[src/rtl/forward_ctrl_pkg.sv]
// Shared types for the forwarding/hazard controller: operand-select encodings,
// controller state and the per-stage pipeline slot record.
package forward_ctrl_pkg;

  // Slot address fields are sized for the widest register file supported; the
  // top zero-extends its REG_AW-wide addresses into them.
  localparam int SLOT_AW = 8;

  localparam logic [2:0] FWD_RF  = 3'b000;
  localparam logic [2:0] FWD_MEM = 3'b001;
  localparam logic [2:0] FWD_WB  = 3'b010;

  typedef enum logic {
    ST_RUN   = 1'b0,
    ST_STALL = 1'b1
  } fsm_state_e;

  typedef struct packed {
    logic               valid;
    logic [SLOT_AW-1:0] rs1;
    logic [SLOT_AW-1:0] rs2;
    logic               use_rs1;
    logic               use_rs2;
    logic [SLOT_AW-1:0] rd;
    logic               reg_write;
    logic               mem_read;
  } slot_t;

  localparam slot_t SLOT_EMPTY = '0;

  // r0 is hardwired, so a write to it never produces a forwardable value.
  function automatic logic is_fwd_src(input slot_t s);
    return s.valid && s.reg_write && (s.rd != '0);
  endfunction

  function automatic logic writes_reg(input slot_t s, input logic [SLOT_AW-1:0] r);
    return is_fwd_src(s) && (s.rd == r);
  endfunction

endpackage

[src/rtl/forward_ctrl_operand_sel.sv]
// Per-operand forwarding priority: the younger MEM result wins over WB, but a
// load still in MEM has no data yet and is skipped.
module fwd_operand_sel
  import forward_ctrl_pkg::*;
#(
  parameter int SEL_W = 3
) (
  input  logic                ex_valid_i,
  input  logic                use_i,
  input  logic [SLOT_AW-1:0]  rs_i,
  input  slot_t               mem_slot_i,
  input  slot_t               wb_slot_i,
  output logic [SEL_W-1:0]    sel_o
);

  always_comb begin
    sel_o = SEL_W'(FWD_RF);
    if (ex_valid_i && use_i) begin
      if (writes_reg(mem_slot_i, rs_i) && !mem_slot_i.mem_read) begin
        sel_o = SEL_W'(FWD_MEM);
      end else if (writes_reg(wb_slot_i, rs_i)) begin
        sel_o = SEL_W'(FWD_WB);
      end
    end
  end

endmodule

[src/rtl/forward_ctrl.sv]
// Operand-forwarding and load-use stall controller for a 5-stage pipeline.
// Tracks the EX/MEM/WB instructions and steers the EX operand muxes.
module forward_ctrl
  import forward_ctrl_pkg::*;
#(
  parameter int REG_AW = 4,
  parameter int SEL_W  = 3
) (
  input  logic              clk,
  input  logic              rst_n,
  input  logic              id_valid_i,
  input  logic [REG_AW-1:0] id_rs1_i,
  input  logic [REG_AW-1:0] id_rs2_i,
  input  logic              id_use_rs1_i,
  input  logic              id_use_rs2_i,
  input  logic [REG_AW-1:0] id_rd_i,
  input  logic              id_reg_write_i,
  input  logic              id_mem_read_i,
  input  logic              flush_i,
  input  logic              mem_wait_i,
  output logic [SEL_W-1:0]  fwd_sel_a_o,
  output logic [SEL_W-1:0]  fwd_sel_b_o,
  output logic              stall_o,
  output fsm_state_e        state_o
);

  slot_t      ex_q, mem_q, wb_q;
  slot_t      ex_d, mem_d, wb_d;
  slot_t      id_slot;
  fsm_state_e state_q, state_d;
  logic       load_use;
  logic       hazard_stall;

  always_comb begin
    id_slot           = SLOT_EMPTY;
    id_slot.valid     = id_valid_i;
    id_slot.rs1       = SLOT_AW'(id_rs1_i);
    id_slot.rs2       = SLOT_AW'(id_rs2_i);
    id_slot.use_rs1   = id_use_rs1_i;
    id_slot.use_rs2   = id_use_rs2_i;
    id_slot.rd        = SLOT_AW'(id_rd_i);
    id_slot.reg_write = id_reg_write_i;
    id_slot.mem_read  = id_mem_read_i;
  end

  // A load in EX cannot be forwarded to the instruction right behind it.
  assign load_use = id_valid_i && is_fwd_src(ex_q) && ex_q.mem_read &&
                    ((id_use_rs1_i && (ex_q.rd == id_slot.rs1)) ||
                     (id_use_rs2_i && (ex_q.rd == id_slot.rs2)));

  assign hazard_stall = (state_q == ST_RUN) && load_use && !flush_i;

  // mem_wait is gated by rst_n so a held mem_wait cannot stall a core in reset.
  assign stall_o = (mem_wait_i && rst_n) || hazard_stall;
  assign state_o = state_q;

  always_comb begin
    ex_d    = ex_q;
    mem_d   = mem_q;
    wb_d    = wb_q;
    state_d = state_q;
    if (!mem_wait_i) begin
      mem_d   = ex_q;
      wb_d    = mem_q;
      state_d = hazard_stall ? ST_STALL : ST_RUN;
      if (flush_i || hazard_stall || !id_valid_i) begin
        ex_d = SLOT_EMPTY;
      end else begin
        ex_d = id_slot;
      end
    end
  end

  always_ff @(posedge clk or negedge rst_n) begin
    if (!rst_n) begin
      ex_q    <= SLOT_EMPTY;
      mem_q   <= SLOT_EMPTY;
      wb_q    <= SLOT_EMPTY;
      state_q <= ST_RUN;
    end else begin
      ex_q    <= ex_d;
      mem_q   <= mem_d;
      wb_q    <= wb_d;
      state_q <= state_d;
    end
  end

  fwd_operand_sel #(.SEL_W(SEL_W)) u_sel_a (
    .ex_valid_i (ex_q.valid),
    .use_i      (ex_q.use_rs1),
    .rs_i       (ex_q.rs1),
    .mem_slot_i (mem_q),
    .wb_slot_i  (wb_q),
    .sel_o      (fwd_sel_a_o)
  );

  fwd_operand_sel #(.SEL_W(SEL_W)) u_sel_b (
    .ex_valid_i (ex_q.valid),
    .use_i      (ex_q.use_rs2),
    .rs_i       (ex_q.rs2),
    .mem_slot_i (mem_q),
    .wb_slot_i  (wb_q),
    .sel_o      (fwd_sel_b_o)
  );

endmodule

[config.mk]
export PLATFORM = sky130hd
export DESIGN_NAME = forward_ctrl
export DESIGN_NICKNAME = d
export VERILOG_FILES = /design/src/rtl/forward_ctrl_pkg.sv /design/src/rtl/forward_ctrl_operand_sel.sv /design/src/rtl/forward_ctrl.sv
export SDC_FILE = /design/constraint.sdc
export NUM_CORES = 1
export LEC_CHECK = 0
export BUFFER_PORTS_ARGS = -buffer_cell sky130_fd_sc_hd__buf_4
export CAP_MARGIN = 20
export CORE_AREA = 2 2 41 81
export CTS_BUF_LIST = sky130_fd_sc_hd__clkbuf_4
export CTS_CLUSTER_SIZE = 10
export DETAILED_ROUTE_END_ITERATION = 7
export DIE_AREA = 0 0 43 83
export GPL_ROUTABILITY_DRIVEN = 0
export PLACE_DENSITY = 0.79
export SYNTH_ARGS = -nofsm -noshare
export SYNTH_HDL_FRONTEND = slang
export SYNTH_SLANG_ARGS = --single-unit
[constraint.sdc]
create_clock -name clk -period 2.4 [get_ports clk]
set_input_delay 0.12 -clock clk [delete_from_list [all_inputs] [get_ports clk]]
set_output_delay 0.12 -clock clk [all_outputs]
set_load 0.05 [all_outputs]
* Yosys cells after proc, flatten, opt, wreduce, memory -nomap -nowiden
Index checks and enable logic that the tools add are counted.
** Cells by class
- Bitwise operators :: 1
- Equal/unequal tests :: 6
- Reductions and logical operators :: 32
- Muxes and demuxes :: 8
** Operator list (number)
- $eq A8 B8 Y1 :: 4
- $mux W29 :: 1
- $reduce_bool A8 Y1 :: 3
- $logic_and A1 B1 Y1 :: 22
- $eq A8 B4 Y1 :: 2
- $mux W3 :: 4
- $logic_or A1 B1 Y1 :: 4
- $mux W2 :: 2
- $logic_not A1 Y1 :: 3
- $mux W1 :: 1
- $not A1 Y1 :: 1
** Word-level totals
- Output and inout port bits :: 8
- Register bits after elaboration :: 51
- Input port bits :: 21

* Logic depth before layout (Yosys ltp)
- Depth after elaboration :: 10
- Gate-level depth with buffers :: 7
- Depth with buffers taken out :: 5

* By module
From an unflattened synthesis, not the netlist that was laid out.
** Unflattened totals
- Cells, all modules :: 237
- Area, all modules :: 2663.8 um2
** By module, submodules not included
- forward_ctrl :: area each 2150.8 um2, cells an instance 167, sequential area each 1301.2 um2, times used 1
- fwd_operand_sel :: area each 256.5 um2, cells an instance 35, sequential area each 0.0 um2, times used 2

* Worst setup path before layout
No wires, ideal clock.
- Path type :: reg2out
- From :: reg mem_q[5] in the netlist's numbering
- To :: out fwd_sel_b_o[0]
- Slack :: -0.015 ns
- Cell stages (with the launch flop) :: 5
- Arrival :: 2.295 ns
- Path through :: dfrtp_1 -> nor4_1 -> nor3_1 -> nand3_1 -> nor4_1
** On the way
- Cells in the longest elaborated chain, start to end :: 6
** RTL lines
- start, declared :: RTL line forward_ctrl.sv:27 : slot_t ex_q, mem_q, wb_q;
- start signal, assigned :: RTL line forward_ctrl.sv:82 : mem_q <= mem_d;
- $reduce_bool A8 Y1 :: RTL line forward_ctrl_pkg.sv:33 : return s.valid && s.reg_write && (s.rd != '0);
- $logic_and A1 B1 Y1 :: RTL line forward_ctrl_pkg.sv:33
- $logic_and A1 B1 Y1 * :: RTL line forward_ctrl_pkg.sv:37 : return is_fwd_src(s) && (s.rd == r);
- $logic_and A1 B1 Y1 * :: RTL line forward_ctrl_operand_sel.sv:19 : if (writes_reg(mem_slot_i, rs_i) && !mem_slot_i.mem_read) begin
- $mux W3 * :: RTL line forward_ctrl_operand_sel.sv:19
- $mux W3 * :: RTL line forward_ctrl_operand_sel.sv:18 : if (ex_valid_i && use_i) begin
- end, declared :: RTL line forward_ctrl.sv:22 : output logic [SEL_W-1:0] fwd_sel_b_o,
Mark *: on every way between the ends. The rest lies on a longest branch, timed or not.

* Final worst setup path
- From :: reg ex_q[2] in the netlist's numbering
- To :: out stall_o
** On the way
- Cells in the longest elaborated chain, start to end :: 8
** RTL lines
- start, declared :: RTL line forward_ctrl.sv:27
- start signal, assigned :: RTL line forward_ctrl.sv:76 : ex_q <= SLOT_EMPTY;
- start signal, assigned :: RTL line forward_ctrl.sv:81 : ex_q <= ex_d;
- $reduce_bool A8 Y1 :: RTL line forward_ctrl_pkg.sv:33
- $logic_and A1 B1 Y1 :: RTL line forward_ctrl_pkg.sv:33
- $logic_and A1 B1 Y1 (2 in a row) :: RTL line forward_ctrl.sv:47 : assign load_use = id_valid_i && is_fwd_src(ex_q) && ex_q.mem_read &&
- $logic_and A1 B1 Y1 * :: RTL line forward_ctrl.sv:47
- $logic_and A1 B1 Y1 * (2 in a row) :: RTL line forward_ctrl.sv:51 : assign hazard_stall = (state_q == ST_RUN) && load_use && !flush_i;
- $logic_or A1 B1 Y1 * :: RTL line forward_ctrl.sv:54 : assign stall_o = (mem_wait_i && rst_n) || hazard_stall;
- end, declared :: RTL line forward_ctrl.sv:23 : output logic stall_o,
Marked as above.

==> flow_summary.json <==
{
  "synth_edf_count": 0,
  "antenna_found_initial": 0,
  "power_leakage_nw": 0.9240,
  "rsz0062_at_grt": "false",
  "r2r_start": "ex_q[2]$_DFFE_PN0N_",
  "drive_above_1_share": 0.3226,
  "synth_most_common_cell": "nand2_1",
  "maxSlewViolCount": 0,
  "relSlewSlack": 0.6366,
  "crit_arrival_ns": 2.04,
  "grt_pass1_wl_microns": 5595,
  "fin_crit_sh": 0.9005,
  "clk_latency_ns": 0.33,
  "synthArstFlopShare": 1.000,
  "dieHeight_microns": 83,
  "grt_pass1_vias": 1204,
  "seq_area_sq_um": 775.7,
  "skew_ns": 0.009226,
  "yosys_warnings": 0,
  "reg2reg_to": "ex_q[5]$_DFFE_PN0N_",
  "clock_path_buffers": 2,
  "synth_cell_type_count": 24,
  "start_util": 0.5540,
  "finalWirelength_microns": 3358,
  "drv_cap": 0,
  "final_nets": 207,
  "ctsRootBufferMaster": "clkbuf_4",
  "ant_nets": 0,
  "ys_top_cells_by_area": "dfrtp_1 (48%), xor2_1 (11%), mux2_2 (9.0%)",
  "place_hpwl_microns": 2581,
  "firstDrtPassIters": 4,
  "holdCritPathClass": "in2reg",
  "dieArea_sq_um": 3569,
  "status": "complete, no violations",
  "setup_viol": 0,
  "power_mw": 1.040,
  "track_usage": 0.2109,
  "htreeDepth": 2,
  "ioPinCount": 29,
  "clkSinkCount": 31,
  "initialDrtViolationCount": 21,
  "r2r_slack_ns": 0.48,
  "final_area_sq_um": 1888,
  "drc_errors": 0,
  "cts_tree": "done",
  "min_period_ns": 2.161,
  "yosysTopAreaCell": "dfrtp_1",
  "grt_max_degree": 34,
  "diodes": 0,
  "filler_cell_count": 247,
  "fin_tns_setup_ns": 0,
  "syn_inst": 159,
  "synth_top_area_share": 0.4758,
  "clkTransAtPathRegs_ns": 0.09,
  "r2r_cells": 6,
  "port_buffers": 26,
  "path_class": "reg2out",
  "cp-end-kind": "output pin",
  "critPathLaunchType": "flop",
  "ys.flop_type": "dfrtp_1",
  "postCtsResizedCells": 0,
  "hold_violations": 0,
  "syn_to_final_growth_pct": 15.81,
  "core_sq_um": 2943,
  "worst_pin_slew_ns": 0.5451,
  "critPathMaxFanout": 5,
  "synth_commonest_cells": "nand2_1 (38), dfrtp_1 (31), xor2_1 (20)",
  "routedWlPerCell_microns": 15.55,
  "fmax_ghz": 0.4627,
  "dpl_cell_area_sq_um": 1832,
  "multiInputGateArea_sq_um": 808.3,
  "ys_ff_latch": 31,
  "critPathLaunch": "ex_q[2]$_DFFE_PN0N_",
  "avgViaCountPerCell": 5.583,
  "cts_setup_buffers": 0,
  "avgSynthCellArea_sq_um": 10.25,
  "cts_buffers": 5,
  "ir_drop_mv": 0.3282,
  "setup.worst_path.end": "stall_o",
  "ys_seq_area_frac": 0.4758,
  "via_count": 1206,
  "cp.required_ns": 2.28,
  "synthesis.area_sq_um": 1630,
  "num_rows": 28,
  "power.density_nw_per_um2": 551.0,
  "die-width_microns": 43,
  "overflow": 0
}
-- kinds of logic after synthesis --
group	after synthesis	share of synthesized area
AND/OR/NAND/NOR	58	0.1612
flip-flops	31	0.4758
XOR/XNOR	24	0.1289
AO/OA/AOI/OAI	21	0.1074
multiplexers	13	0.08979
buffers and inverters	11	0.03453
other	1	0.002300
-- report_power, final --
group          internal, mW  switching (mW)  total, mW
Combinational        0.0818          0.0856      0.167
Clock                 0.104           0.169      0.272
Sequential            0.558          0.0430      0.601
Total                 0.743           0.297       1.04
-- layer usage --
layer | routed length, microns | share of wire | global-route usage
met3 | 120 | 0.036 | 0.04130
met1 | 1241 | 0.37 | 0.2345
met4 | 191 | 0.057 | 0.1515
met2 | 1804 | 0.54 | 0.3430
met5 | 0 | 0 | 0
-- cell usage in the layout (no fill, tap or decap), drive strengths merged --
cell | Yosys | final
o31ai | 1 | 1
nand2 | 38 | 38
o21ai | 17 | 17
xnor2 | 4 | 4
dlygate4sd3 | 0 | 1
mux2 | 13 | 13
a22o | 2 | 2
nand3 | 4 | 4
buf | 3 | 27
nor3 | 5 | 5
clkinv | 0 | 2
nor4 | 6 | 6
nor2 | 2 | 2
nand4 | 1 | 1
inv | 2 | 2
and2 | 1 | 1
clkbuf | 6 | 5
a2111oi | 1 | 1
or4 | 1 | 1
conb | 1 | 2
xor2 | 20 | 20
dfrtp | 31 | 31
-- worst max-delay path, cell delays in order, from the launching register on --
cell	delay (ns)
dfrtp_1	0.44
xor2_1	0.19
nor3_2	0.21
nand3_2	0.11
a2111oi_4	0.39
a22o_1	0.19
buf_4	0.20
-- sequential cells by signal (all words and copies together), names as in the netlist --
register / flops
ex_q: 17
state_o: 1
wb_q: 6
mem_q: 7
-- what timing repair did --
| item | CTS | global route |
|---|---|---|
| hold endpoints to repair | 31 | 0 |
| endpoints found under the setup margin | 0 | 0 |
| hold buffers | 1 | 0 |
-- stage by stage --
| stage | worst slack (ns) | hold WS, ns | util | std cells |
|---|---|---|---|---|
| 2_1_floorplan | 0.2517 | -0.1756 | - | 160 |
| 3_3_place_gp | 0.5596 | 0.06374 | 0.6224 | 208 |
| 3_5_place_dp | 0.4985 | 0.07154 | 0.6224 | 208 |
| 4_1_cts | 0.2166 | 0.03100 | 0.6416 | 216 |
| 5_1_grt | 0.1307 | 0.03854 | 0.6416 | 216 |
| 6_report | 0.2387 | 0.03897 | 0.6416 | 216 |
-- worst min-delay path by stage --
stage                         from                    end  slack (ns)  cells past startpoint
global route            id_rd_i[1]    ex_q[3]$_DFFE_PN0N_        0.04                      3
floorplan                    rst_n    ex_q[0]$_DFFE_PN0N_       -0.18                      0
global placement             rst_n  mem_q[28]$_DFFE_PN0N_        0.06                      1
detailed placement           rst_n   wb_q[28]$_DFFE_PN0N_        0.07                      1
finish                  id_rd_i[2]    ex_q[4]$_DFFE_PN0N_        0.04                      3
CTS                 id_reg_write_i    ex_q[1]$_DFFE_PN0N_        0.03                      3
-- final cells by class --
| cell class | instances | share of cell area |
|---|---|---|
| Sequential cell | 31 | 0.4109 |
| Timing Repair Buffer | 28 | 0.1127 |
| Clock buffer | 5 | 0.01988 |
| Tap cell | 30 | 0.01988 |
| Clock inverter | 2 | 0.004639 |
| Multi-Input combinational cell | 118 | 0.4281 |
| Inverter | 2 | 0.003976 |
(Power assumes the default switching activity.)
